===== src/rtl/rf_sequencer.sv =====
// Multi-cycle FETCH/DECODE/EXEC/MEM/WB control sequencer for the 16x32 register file (R15 = PC).
// Register-file controls are decoded from the registered state and IR.
module rf_sequencer #(
  parameter int DMEM_TIMEOUT = 16,
  parameter int CNT_W        = 16
) (
  input  logic             CLOCK_50,
  input  logic             RESET,
  input  logic             IMEM_ready,
  input  logic [31:0]      IMEM_data,
  input  logic             DMEM_ack,
  output logic             IMEM_req,
  output logic             DMEM_req,
  output logic             DMEM_we,
  output logic [3:0]       IR_ARn,
  output logic [3:0]       IR_ARs,
  output logic [3:0]       IR_ARm,
  output logic [3:0]       mux_ARd_or_15,
  output logic             CNTRL_write_en_ARd,
  output logic             CNTRL_sel_DMEM,
  output logic             CNTRL_PC_inc,
  output logic             halted,
  output logic             err_timeout,
  output logic [CNT_W-1:0] instr_retired
);

  localparam logic [2:0] S_FETCH  = 3'd0;
  localparam logic [2:0] S_DECODE = 3'd1;
  localparam logic [2:0] S_EXEC   = 3'd2;
  localparam logic [2:0] S_MEM    = 3'd3;
  localparam logic [2:0] S_WB     = 3'd4;
  localparam logic [2:0] S_HALT   = 3'd5;

  localparam logic [3:0] OP_ALU  = 4'b0000;
  localparam logic [3:0] OP_LDR  = 4'b0001;
  localparam logic [3:0] OP_STR  = 4'b0010;
  localparam logic [3:0] OP_B    = 4'b0011;
  localparam logic [3:0] OP_HALT = 4'b1111;

  localparam int WAIT_W = $clog2(DMEM_TIMEOUT + 1);

  logic [2:0]        state, state_next;
  logic [31:0]       ir;
  logic [WAIT_W-1:0] wait_cnt;
  logic              err_q;
  logic [3:0]        opcode, ard;
  logic              is_nop, wr_r15, timeout_hit, retire;

  assign opcode = ir[31:28];
  assign ard    = ir[15:12];
  assign is_nop = !(opcode inside {OP_ALU, OP_LDR, OP_STR, OP_B, OP_HALT});
  assign wr_r15 = (opcode == OP_B) || (ard == 4'd15);
  assign timeout_hit = !DMEM_ack && (wait_cnt == WAIT_W'(DMEM_TIMEOUT - 1));

  always_comb begin
    state_next = state;
    case (state)
      S_FETCH:  if (IMEM_ready) state_next = S_DECODE;
      S_DECODE: state_next = S_EXEC;
      S_EXEC: begin
        if (opcode == OP_ALU || opcode == OP_B)       state_next = S_WB;
        else if (opcode == OP_LDR || opcode == OP_STR) state_next = S_MEM;
        else if (opcode == OP_HALT)                    state_next = S_HALT;
        else                                           state_next = S_FETCH;
      end
      S_MEM: begin
        if (DMEM_ack)         state_next = (opcode == OP_LDR) ? S_WB : S_FETCH;
        else if (timeout_hit) state_next = S_HALT;
      end
      S_WB:     state_next = S_FETCH;
      S_HALT:   state_next = S_HALT;
      default:  state_next = S_FETCH;
    endcase
  end

  // STR retires in the ack cycle, so this is the only enable that looks at an input.
  always_comb begin
    CNTRL_PC_inc = 1'b0;
    retire       = 1'b0;
    case (state)
      S_EXEC: begin
        CNTRL_PC_inc = is_nop;
        retire       = is_nop;
      end
      S_MEM: begin
        CNTRL_PC_inc = DMEM_ack && (opcode == OP_STR);
        retire       = DMEM_ack && (opcode == OP_STR);
      end
      S_WB: begin
        CNTRL_PC_inc = !wr_r15;
        retire       = 1'b1;
      end
      default: ;
    endcase
  end

  always_ff @(posedge CLOCK_50 or posedge RESET) begin
    if (RESET) begin
      state         <= S_FETCH;
      ir            <= '0;
      wait_cnt      <= '0;
      err_q         <= 1'b0;
      instr_retired <= '0;
    end else begin
      state <= state_next;
      if (state == S_FETCH && IMEM_ready) ir <= IMEM_data;
      if (state == S_MEM && !DMEM_ack && !timeout_hit) wait_cnt <= wait_cnt + 1'b1;
      else                                             wait_cnt <= '0;
      if (state == S_MEM && timeout_hit) err_q <= 1'b1;
      if (retire) instr_retired <= instr_retired + 1'b1;
    end
  end

  // Requests are gated by RESET so they drop without waiting for a clock edge.
  assign IMEM_req           = (state == S_FETCH) && !RESET;
  assign DMEM_req           = (state == S_MEM) && !RESET;
  assign DMEM_we            = DMEM_req && (opcode == OP_STR);
  assign IR_ARn             = ir[19:16];
  assign IR_ARs             = ir[11:8];
  assign IR_ARm             = ir[3:0];
  assign mux_ARd_or_15      = (state == S_WB && opcode == OP_B) ? 4'd15 : ard;
  assign CNTRL_write_en_ARd = (state == S_WB);
  assign CNTRL_sel_DMEM     = (state == S_WB) && (opcode == OP_LDR);
  assign halted             = (state == S_HALT);
  assign err_timeout        = err_q;

endmodule


===== config.mk =====
export PLATFORM = sky130hd
export DESIGN_NAME = rf_sequencer
export DESIGN_NICKNAME = d
export VERILOG_FILES = /design/src/rtl/rf_sequencer.sv
export SDC_FILE = /design/constraint.sdc
export NUM_CORES = 1
export LEC_CHECK = 0
export CAP_MARGIN = 20
export CORE_UTILIZATION = 65
export CTS_BUF_LIST = sky130_fd_sc_hd__clkbuf_2 sky130_fd_sc_hd__clkbuf_4 sky130_fd_sc_hd__clkbuf_8
export DETAILED_ROUTE_END_ITERATION = 10
export DONT_BUFFER_PORTS = 1
export GPL_TIMING_DRIVEN = 0
export PLACE_DENSITY = 0.87
export SKIP_CTS_REPAIR_TIMING = 1
export SLEW_MARGIN = 15
export SYNTH_ARGS = -nofsm -noshare
export SYNTH_HDL_FRONTEND = slang
export SYNTH_SLANG_ARGS = --single-unit

===== constraint.sdc =====
create_clock -name CLOCK_50 -period 2.4 [get_ports CLOCK_50]
set_clock_uncertainty 0.2 [all_clocks]
set_input_delay 0.36 -clock CLOCK_50 [delete_from_list [all_inputs] [get_ports CLOCK_50]]
set_output_delay 0.36 -clock CLOCK_50 [all_outputs]
set_load 0.02 [all_outputs]

; Yosys cells after proc, flatten, opt, wreduce, memory -nomap -nowiden
; Index checks and enable logic that the tools add are counted.
[totals]
mem_bits_ro = 0
mem_bits_rw = 0
latchBits = 0
memories = 0
input_bits = 36
ff_bits = 57
[op_classes]
n_reduce_logical = 23
eq_ne = 13
muxes = 12
multipliers = 0
shifts = 0
n_addsub = 2
n_bitwise = 0
div_mod_pow = 0
magnitude_cmp = 0
[op_table]
columns = op, n
row1 = 3-bit 2-to-1 mux, 7
row2 = 16-bit by 1-bit adder with 16-bit output (second input constant), 1
row3 = 3-bit one-hot mux with 5 select lines, 1
row4 = 1-bit logical AND, 11
row5 = 4-bit by 2-bit == test with 1-bit output (second input constant), 2
row6 = 4-bit == test (second input constant), 2
row7 = 3-bit by 2-bit == test with 1-bit output (second input constant), 2
row8 = 3-bit == test (second input constant), 2
row9 = 1-bit one-hot mux with 3 select lines, 2
row10 = 5-bit by 1-bit adder with 5-bit output (second input constant), 1
row11 = 5-bit by 4-bit == test with 1-bit output (second input constant), 1
row12 = 1-bit zero test, 5
row13 = 5-bit 2-to-1 mux, 1
row14 = 5-bit nonzero test, 1
row15 = 4-bit by 1-bit == test with 1-bit output (second input constant), 1
row16 = 4-bit zero test, 1
row17 = 4-bit 2-to-1 mux, 1
row18 = 3-bit by 1-bit == test with 1-bit output (second input constant), 1
row19 = 3-bit zero test, 1
row20 = 1-bit logical OR, 3
row21 = 3-bit != test (second input constant), 1
row22 = 2-bit != test (second input constant), 1
row23 = 2-bit AND reduction, 1

; Depth between registers and ports, before layout
[logic_depth]
ltp_word = 5
depth_mapped = 6
mapped_depth_nobuf = 5

; Worst setup path after synthesis
; Ideal clock, no wire load.
[synth_timing]
path_type = register -> output
start = register state[1]
end = output port CNTRL_PC_inc
n_path_buf = 1
slack_ps = 140
arrival_ps = 1700
path_stages_with_launch = 6
path_cell_list = dfrtp_1 or3b_1 inv_1 o32ai_2 buf_6 a21oi_1
[synth_between]
elab_chain_len = 2
[synth_lines]
columns = element, line
row1 = "start, declared", 42  ; logic [2:0] state, state_next;
row2 = "start signal, assigned", 105  ; state <= state_next;
row3 = 3-bit == test, n/a
row4 = via CNTRL_write_en_ARd, 19  ; output logic CNTRL_write_en_ARd,
row5 = 1-bit one-hot mux with 3 select lines, 80  ; case (state)
row6 = "end, declared", 21  ; output logic CNTRL_PC_inc,
; The timed path passes the listed nets, and every way through them passes these cells.

; Worst setup path in the final report
[layout_timing]
start = register ir[30]
end = output port CNTRL_PC_inc
[layout_between]
elab_chain_len = 4
[layout_lines]
columns = element, line
row1 = "start, declared", 43  ; logic [31:0] ir;
row2 = "start signal, assigned", 106  ; if (state == S_FETCH && IMEM_ready) ir <= IMEM_data;
row3 = 4-bit by 1-bit == test with 1-bit output (tied with other cells), 51  ; assign is_nop = !(opcode inside {OP_ALU, OP_LDR, OP_STR, OP_B, OP_HALT});
row4 = 5-bit nonzero test or 1-bit logical OR (tied branches), "51, 52"
row5 = 1-bit zero test (on tied branches), "51, 90"
row6 = 1-bit one-hot mux with 3 select lines *, 80
; Every way passes the cells marked *; elsewhere a longest branch is shown, timed or not.

==> flow_summary.json <==
{
  "period_needed_ns": 2.53,
  "grt_max_degree": 26,
  "drtIter0Drc": 86,
  "r2r_end": "instr_retired[5]$_DFFE_PP0P_",
  "leakage_nw": 1.24,
  "avgViaCountPerCell": 5.93,
  "dp.cells": 238,
  "fillers": 163,
  "worstSetupEndpoint": "CNTRL_PC_inc",
  "core-area_um2": 3130,
  "multiInputGateArea_um2": 976,
  "fin_nets": 269,
  "violations": "setup timing",
  "synth_nets": 232,
  "wirelength_um": 5100,
  "reg2reg_from": "ir[30]$_DFFE_PP0P_",
  "drv_slew": 0,
  "hold_viol_final": 0,
  "die_h_um": 60.2,
  "relSlewSlack": 0.405,
  "cts_buffer_depth": 2,
  "clkTransAtPathRegs_ns": 0.14,
  "diodes": 0,
  "max_stage_delay_ns": 0.48,
  "r2r_cells": 7,
  "cp.required_ns": 1.84,
  "cp-startpoint": "ir[30]$_DFFE_PP0P_",
  "instances_no_fill": 275,
  "post_drt_wl_per_cell_um": 18.5,
  "reg2reg_slack_ns": 0.07,
  "stdcell_area_um2": 2680,
  "cp.arrival_ns": 1.97,
  "path_cells": "or3b_4, nor3_4, o32ai_4, buf_6, a21oi_4",
  "antenna_found_initial": 0,
  "area_growth_pct": 21.9,
  "drc": 0,
  "p_per_area_nw_per_um2": 1200,
  "avgSynthCellArea_um2": 11.4,
  "ant_nets": 0,
  "overflow": 0,
  "start_util": 0.704,
  "seqCellArea_um2": 1130,
  "clock_latency_ns": 0.37,
  "synth_warnings": 0,
  "drtPass1Iterations": 6,
  "synthesis.area_um2": 2200,
  "path_max_fanout": 7,
  "ys_seq_area_frac": 0.512,
  "rsz0062_at_grt": "yes",
  "cp-start-kind": "flop",
  "min_period_over_period": 1.05,
  "cts_tree": "yes",
  "setup_viol": 6,
  "rows": 20,
  "yosysTopAreaCell": "dfrtp_1",
  "worst_slew_pin_slew_ns": 0.884,
  "ir_worst_vdd_uv": 982,
  "finalWorstSetupSlack_ns": -0.128,
  "fmax_mhz": 396,
  "hp-class": "primary input to flop",
  "grtUsageTotal": 0.250,
  "clock-sinks": 45,
  "die_w_um": 60.2,
  "vias": 1632,
  "dieArea_um2": 3620,
  "io_pins": 76,
  "synthCells": 193,
  "globalplace.congestion": 0.861,
  "slowest_stage": "dfrtp_2",
  "netlist.area_leader.share": 0.512,
  "drive_gt1_frac": 0.307,
  "cts_buffers": 5,
  "h-tree-depth": 2,
  "ys_ff_latch": 45,
  "dp_hpwl_um": 3090,
  "grt_pass1_wl_um": 6400,
  "outcome": "complete, but fails checks",
  "yosysUniqueCellTypes": 39,
  "crit_path_end_kind": "output pin",
  "placed_cell_area_um2": 2280,
  "criticalPathCategory": "flop to output pin",
  "grt_pass1_vias": 1371,
  "ys_top_cells_by_area": "dfrtp_1 51%, mux2_2 10%, xor2_1 5.2%, buf_4 4.1%, nand2b_1 2.3%",
  "port_buffers": 0,
  "cap_violations": 0,
  "cts_root_buf": "clkbuf_4"
}
worst min path at each step:
stage	to	from	slack (ns)	cells past startpoint
finish	state[2]$_DFFE_PP0P_	DMEM_ack	0.07	3
global placement	wait_cnt[0]$_DFF_PP0_	wait_cnt[0]$_DFF_PP0_	0.24	1
CTS	ir[30]$_DFFE_PP0P_	RESET	-0.32	1
global route	state[2]$_DFFE_PP0P_	DMEM_ack	0.1	3
floorplan	wait_cnt[0]$_DFF_PP0_	wait_cnt[0]$_DFF_PP0_	0.23	1
detailed placement	ir[30]$_DFFE_PP0P_	RESET	0.09	1
placed cells by master (no fill, tap or decap), types with 3 or more instances in the layout:
cell type	netlist	final
clkbuf_4	0	5
inv_1	7	5
nand2b_1	8	8
nor2_1	11	11
and3_1	3	3
xor2_1	13	13
nor3_1	5	5
nand3_1	3	3
ha_1	3	3
nand2_1	10	10
dlygate4sd3_1	0	22
dfrtp_2	0	4
xnor2_1	5	5
buf_2	3	3
buf_4	12	20
o21ai_0	3	3
nor4_1	7	5
mux2_2	20	20
nand4_1	4	4
dfrtp_1	45	41
per-stage QoR:
stage | setup TNS [ns] | power (mW) | setup slack [ns] | hold slack, ns | util
finish | -0.613 | 3.23 | -0.128 | 0.0748 | 0.858
global route | -0.919 | 3.36 | -0.188 | 0.0998 | 0.858
CTS | -2.57 | 2.94 | -0.525 | -0.318 | 0.750
detailed placement | -0.617 | 2.57 | -0.116 | 0.0916 | 0.730
global placement | -0.120 | 2.50 | -0.120 | 0.244 | 0.721
floorplan | 0 | 2.32 | 0.140 | 0.233 | -
registers in the layout, summed over array words and instances, names as in the netlist:
register       cells
state              3
instr_retired     16
wait_cnt           5
err_timeout        1
ir                20
synthesized netlist by cell type:
cell and count:
a2111oi_0 1, a21boi_0 1, a21o_1 1, a21oi_1 3
and2b_1 1, and3_1 3, buf_2 3, buf_4 12
buf_6 1, clkbuf_1 3, dfrtp_1 45, ha_1 3
inv_1 7, mux2_2 20, mux2i_1 1, nand2_1 10
nand2b_1 8, nand3_1 3, nand3b_1 1, nand4_1 4
nor2_1 11, nor2b_1 1, nor3_1 5, nor3_2 1
nor3b_1 2, nor4_1 7, nor4_4 1, nor4b_1 3
nor4bb_1 1, o21ai_0 3, o22ai_1 1, o31ai_1 2
o32ai_2 1, or2_2 1, or3_1 2, or3b_1 1
or3b_4 1, xnor2_1 5, xor2_1 13
final cells by class:
class / instances / share of cell area
Inverter: 7 / 0.00979
Multi-Input combinational cell: 122 / 0.364
Buffer: 18 / 0.0466
Sequential cell: 45 / 0.421
Clock inverter: 3 / 0.00932
Tap cell: 44 / 0.0205
Clock buffer: 5 / 0.0140
Timing Repair Buffer: 31 / 0.115
per-layer routing:
metal  up-vias  wire length (um)  track usage
met1       820              2050        0.308
met2        69              2650        0.399
li1        732                 -            -
met4         0               136        0.116
met3        11               262       0.0779
met5         -                 0            0
critical path, delay by kind of cell, from the launching register on:
| family | cells | cell delay (ns) |
|---|---|---|
| buf+inv | 1 | 0.16 |
| simple gates | 2 | 0.61 |
| compound gates | 2 | 0.34 |
| flops | 1 | 0.48 |
logic make-up after synthesis:
family,Yosys count,synth area share
multiplexers,21,0.107
AND/OR/NAND/NOR,67,0.181
buffers and inverters,26,0.0699
XOR/XNOR,18,0.0716
AO/OA/AOI/OAI,13,0.0415
adder cells (fa/ha/maj),3,0.0171
flip-flops,45,0.512
where the power goes:
| part | leakage, nW | internal (mW) | total, mW | switching, mW |
|---|---|---|---|---|
| logic | 0.645 | 0.714 | 1.53 | 0.814 |
| registers | 0.564 | 1.00 | 1.31 | 0.310 |
| clock network | 0.0322 | 0.122 | 0.390 | 0.268 |
Power figures use the tool's default switching activity.
